### config.mk
export PLATFORM = sky130hd
export DESIGN_NAME = trace_expander
export DESIGN_NICKNAME = d
export VERILOG_FILES = /design/src/rtl/continuous_monitoring_system_pkg.sv /design/src/rtl/trace_expander.sv
export SDC_FILE = /design/constraint.sdc
export NUM_CORES = 1
export LEC_CHECK = 0
export CAP_MARGIN = 5
export CORE_MARGIN = 2
export CORE_UTILIZATION = 47
export DETAILED_ROUTE_END_ITERATION = 10
export PLACE_DENSITY = 0.77
export SLEW_MARGIN = 20
export SYNTH_ARGS = -nofsm -noshare
export SYNTH_HDL_FRONTEND = slang
export SYNTH_SLANG_ARGS = --single-unit
### constraint.sdc
create_clock -name clk -period 2.3 [get_ports clk]
set_input_delay 0.46 -clock clk [delete_from_list [all_inputs] [get_ports clk]]
set_output_delay 0.46 -clock clk [all_outputs]
set_load 0.01 [all_outputs]
### src/rtl/continuous_monitoring_system_pkg.sv
// rtl/continuous_monitoring_system_pkg.sv - shared types and widths for the continuous monitoring system
package continuous_monitoring_system_pkg;

    localparam int RISC_V_INSTRUCTION_WIDTH = 32;
    localparam int RESYNC_TIMER_WIDTH       = 8;
    localparam logic [RESYNC_TIMER_WIDTH-1:0] RESYNC_TIMER_RESET_VALUE = 8'd200;

    localparam int TRACE_PC_WIDTH = 64;

    typedef enum logic [1:0] {
        IDLE = 2'd0,
        GAP  = 2'd1,
        KEPT = 2'd2
    } trace_expander_state_t;

endpackage

### src/rtl/trace_expander.sv
// rtl/trace_expander.sv - re-expands filtered trace packets into a per-instruction beat stream
module trace_expander
    import continuous_monitoring_system_pkg::*;
#(
    parameter int PC_WIDTH    = TRACE_PC_WIDTH,
    parameter int INSTR_WIDTH = RISC_V_INSTRUCTION_WIDTH,
    parameter int GAP_WIDTH   = RESYNC_TIMER_WIDTH,
    parameter logic [GAP_WIDTH-1:0] MAX_GAP = GAP_WIDTH'(RESYNC_TIMER_RESET_VALUE),
    parameter int COUNT_WIDTH = 32
) (
    input  logic                   clk,
    input  logic                   rst_n,
    input  logic                   in_valid,
    output logic                   in_ready,
    input  logic [PC_WIDTH-1:0]    in_pc,
    input  logic [INSTR_WIDTH-1:0] in_instr,
    input  logic [GAP_WIDTH-1:0]   in_drop_count,
    output logic                   out_valid,
    input  logic                   out_ready,
    output logic [PC_WIDTH-1:0]    out_pc,
    output logic [INSTR_WIDTH-1:0] out_instr,
    output logic                   out_pc_valid,
    output logic                   out_is_resync,
    output logic [COUNT_WIDTH-1:0] beat_count,
    output logic                   gap_overflow
);

    trace_expander_state_t  state, state_d;
    logic [GAP_WIDTH-1:0]   remaining, remaining_d;
    logic [PC_WIDTH-1:0]    pc_q, pc_d;
    logic [INSTR_WIDTH-1:0] instr_q, instr_d;
    logic                   in_fire;
    logic                   out_fire;

    assign in_ready = (state == IDLE) || (state == KEPT && out_ready);
    assign in_fire  = in_valid && in_ready;
    assign out_fire = out_valid && out_ready;

    always_comb begin
        state_d     = state;
        remaining_d = remaining;
        pc_d        = pc_q;
        instr_d     = instr_q;
        case (state)
            GAP: begin
                if (out_ready) begin
                    remaining_d = remaining - GAP_WIDTH'(1);
                    if (remaining == GAP_WIDTH'(1)) begin
                        state_d = KEPT;
                    end
                end
            end
            KEPT: begin
                if (out_ready && !in_fire) begin
                    state_d = IDLE;
                end
            end
            default: ;
        endcase
        // A new packet can only be taken from IDLE or while the kept beat retires.
        if (in_fire) begin
            pc_d        = in_pc;
            instr_d     = in_instr;
            remaining_d = in_drop_count;
            state_d     = (in_drop_count != '0) ? GAP : KEPT;
        end
    end

    // Outputs are registered from the next-state view so they change only on beat retirement.
    always_ff @(posedge clk) begin
        if (!rst_n) begin
            state         <= IDLE;
            remaining     <= '0;
            pc_q          <= '0;
            instr_q       <= '0;
            out_valid     <= 1'b0;
            out_pc        <= '0;
            out_instr     <= '0;
            out_pc_valid  <= 1'b0;
            out_is_resync <= 1'b0;
            beat_count    <= '0;
            gap_overflow  <= 1'b0;
        end else begin
            state         <= state_d;
            remaining     <= remaining_d;
            pc_q          <= pc_d;
            instr_q       <= instr_d;
            out_valid     <= (state_d != IDLE);
            out_pc        <= (state_d == KEPT) ? pc_d : '0;
            out_instr     <= (state_d == KEPT) ? instr_d : '0;
            out_pc_valid  <= (state_d == KEPT);
            out_is_resync <= (state_d == KEPT);
            if (out_fire) begin
                beat_count <= beat_count + COUNT_WIDTH'(1);
            end
            if (in_fire && (in_drop_count > MAX_GAP)) begin
                gap_overflow <= 1'b1;
            end
        end
    end

endmodule

==> results <==
- The residual antenna-violating net count after detailed routing is 0.
- The number of H-tree levels is 1.
- The number of rows created at floorplan is 47.
- At the worst endpoint, the arrival time is 1.76 ns.
- The library cell with the largest summed area after synthesis is dfxtp_1.
- The category of the worst setup path capture point is a primary output.
- The number of global-route vias before repair came to 6301.
- Entering global routing, the biggest net connects 56 pins.
- The fraction of final layout cells sized beyond drive strength 1 is 7.649%.
- Setup repair after global routing left no endpoint under its margin.
- Hold is met by 0.4792 ns.
- The routed layout has 6578 vias.
- Post-CTS timing repair inserted 0 buffers for setup.
- For this run, the number of Yosys warnings is 0.
- Derived from the worst setup path, the maximum achievable clock frequency is 0.4504 GHz.
- Data on the critical path is required at its endpoint by 1.84 ns.
- The synthesized instance count is 795.
- Setup violations remaining at the end of the flow were counted as 0.
- By area the synthesized netlist is led by dfxtp_1 59%, mux2i_1 12%, nor3_1 6.1%.
- For this design, the CTS-stage hold fixing added 0 buffers.
- The estimated wirelength of the detail-placed design is 13540 um.
- The count of final max-slew check failures is 0.
- After floorplanning, the core was sized to cover 16700 um2.
- The class of the most critical setup path is reg -> out.
- The first global-routing pass estimated 31920 um of wire.
- Counting instances, the worst hold path has a depth of 2.
- The number of antenna diodes in the final layout is 0.
- The flop-to-flop setup slack is 0.29 ns.
- Along the worst path, the maximum fanout reaches 4.
- The launching element type of the critical path is a register.
- The hold violation count in the final report is 0.
- Measured in cells, the most critical reg-to-reg path has a length of 7.
- The final clock skew is 0.009349 ns.
- The initial detailed-routing violation count is 334.
- The area fraction of the dominant cell type after synthesis is 58.70%.
- dfxtp_1 is the most common cell in the netlist.
- The layout overhead on the synthesized area is 45.53%.
- In this run the most critical hold path is launched from gap_overflow.
- The average via count per standard cell is 5.143.
- The floorplan step set the die height to 135.1 um.
- The number of buffer cells added on primary ports is 240.
- The initial cell density of the core is 48.40%.
- A synthesized cell averages 10.17 um2.
- In the synthesized netlist the async set-or-reset flop fraction comes to 0%.
- The run finished with clean final reports.
- The net total in the final layout is 1155.
- The post-placement cell area is 10940 um2.
- Before antenna repair, the detailed router went through 4 iterations.
- The number of buffers on the longest clock path is 3.
- The leakage dissipation is 0.004706 uW.
- The predominant post-synthesis flop cell is dfxtp_1.
- When the netlist entered floorplanning its net count stood at 909.
- The DRC violation count after routing is 0.
- The highest ir drop seen on vdd is 0.0006360 V.
- The global placement routability congestion is 0.7711.
- In this run the tightest slew margin relative to its limit is 66.83%.
- At the later pin of the worst-skew pair, clock insertion delay measures 0.51 ns.
- The sequential cell area fraction in the yosys report is 58.70%.
- The max capacitance violation total is 0.
- The worst hold path class is reg -> reg.
- In the final routed layout, each cell accounts on average for 15.56 um.
- The total length of routed wires is 19900 um.
- The die width is 135.1 um.
- The power density relative to cell area is 890.3 nW/um2.
- For the pin with the worst max-slew slack, the measured transition is 0.4930 ns.
- The initial antenna violation count is 0.
- The hold-critical path endpoint is gap_overflow.
- After synthesis, the most frequently instantiated cells are 237 x dfxtp_1, 115 x nor2_1, 100 x mux2i_1.
- Counting I/O delays and the setup requirement, the final critical path takes 2.220 ns.
- The clock-pin slew of the registers on the worst-case setup and hold paths is 0.06 ns.
- In this run the cell area of the synthesized design comes to 8083 um2.
- The cell chosen for the clock root is clkbuf_16.
- The TritonCTS clock tree is built.
- The final cycle utilization of the critical path is 96.54%.
- With fillers left out, the area of the finished cells amounts to 11760 um2.
- The sum of overflow across all layers after global routing is 0.
- 241 I/O pins were placed.
- The synthesized design contains 237 register bits.
- TritonCTS created 24 clock buffers.
- In this run the critical register-to-register path is launched from state[0].
- The number of clock sinks is 237.
- The floorplan step defined a die boundary enclosing 18260 um2.
- The endpoint identified for the worst register-to-register timing path is out_instr[22].
- Global routing used 21.37% of the available tracks.
- In this run, distinct cell masters in the synthesized netlist total 40.
- The number of flops mapped to enable cells by yosys is 0.
[critical path, cell delays in order, from the launching register on]
cell and delay (ns):
dfxtp_2 0.35, inv_1 0.06, ha_1 0.23, a21o_1 0.21, buf_4 0.14, dlygate4sd2_1 0.28
[power breakdown]
part	switching (uW)	leakage (uW)	total (uW)	internal, uW
Sequential	123	0.00193	4560	4440
Combinational	1010	0.00237	1950	942
Clock	1550	0.000401	3960	2410
Total	2680	0.00471	10500	7790
[logic make-up after synthesis]
logic type	synth area share [%]
AOI/OAI and AO/OA	4.582
xor gates and xnor gates	1.625
adders and majority gates	0.9288
buffers and inverters	3.313
DFF	58.70
muxes	12.38
and+or+nand+nor	18.47
[layout by cell type (no fill, tap or decap), drive strengths merged, types with 2 or more instances in the layout]
| cell | n |
|---|---|
| a21oi | 28 |
| dfxtp | 237 |
| ha | 6 |
| or4 | 13 |
| and3 | 2 |
| xnor2 | 6 |
| nand2b | 3 |
| a211oi | 2 |
| o21ai | 15 |
| buf | 36 |
| or3 | 10 |
| and4 | 4 |
| nor2 | 115 |
| bufinv | 2 |
| o31ai | 11 |
| nor3 | 98 |
| xor2 | 9 |
| clkinv | 4 |
| clkdlybuf4s50 | 239 |
| clkbuf | 36 |
| clkinvlp | 2 |
| nand4 | 11 |
| nand3 | 18 |
| mux2i | 100 |
| and2 | 4 |
| nor4 | 5 |
| nand2 | 20 |
| inv | 10 |
[registers in the layout (all words and copies together) (netlist names), 2 cells and up]
name        flops
pc_q           64
instr_q        32
state           2
beat_count     32
remaining       8
out_pc         64
out_instr      32
[per-layer routing]
layer / global-route usage [%] / up-vias / share of wire, %
met3: 7.033 / 45 / 8.9
met4: 7.118 / 0 / 3.1
met1: 27.46 / 3055 / 42
met5: 0 / - / 0
met2: 34.09 / 229 / 46
li1: - / 3249 / -
[worst max-delay path by stage]
stage                     startpoint             to  cells after the start
after global routing        state[0]       in_ready                      5
after CTS                   state[0]       in_ready                      5
after global placement     out_ready     out_pc[25]                      7
after floorplan             state[0]  out_instr[19]                      8
after detailed placement   out_ready     out_pc[17]                      7
final                       state[0]       in_ready                      5
[metrics by stage]
stage / setup WS (ns) / cells / util, % / TNS (ns) / total power (uW)
finish: 0.07963 / 1279 / 70.43 / 0 / 10470
global route: 0.03308 / 1279 / 70.43 / 0 / 10940
CTS: 0.05423 / 1279 / 70.43 / 0 / 10590
detailed placement: -0.1899 / 1235 / 65.51 / -14.62 / 6615
global placement: -0.1186 / 1235 / 65.51 / -11.02 / 6590
floorplan: 0.2086 / 795 / - / 0 / 5715
[repair_timing]
item,CTS,global route
setup endpoints to repair,1,0
hold endpoints to repair,0,0
gates resized for setup,2,0
[layout make-up]
class	instances	area (um2)
well taps	220	275.3
clock buffers	36	726.9
repair buffers	276	2784
flip-flops and latches	237	4746
inverters	10	40.04
fillers	1278	4938
multi-input cells	492	3095
clock inverters	8	95.09
Note: power is estimated with default switching activity, not from simulation.
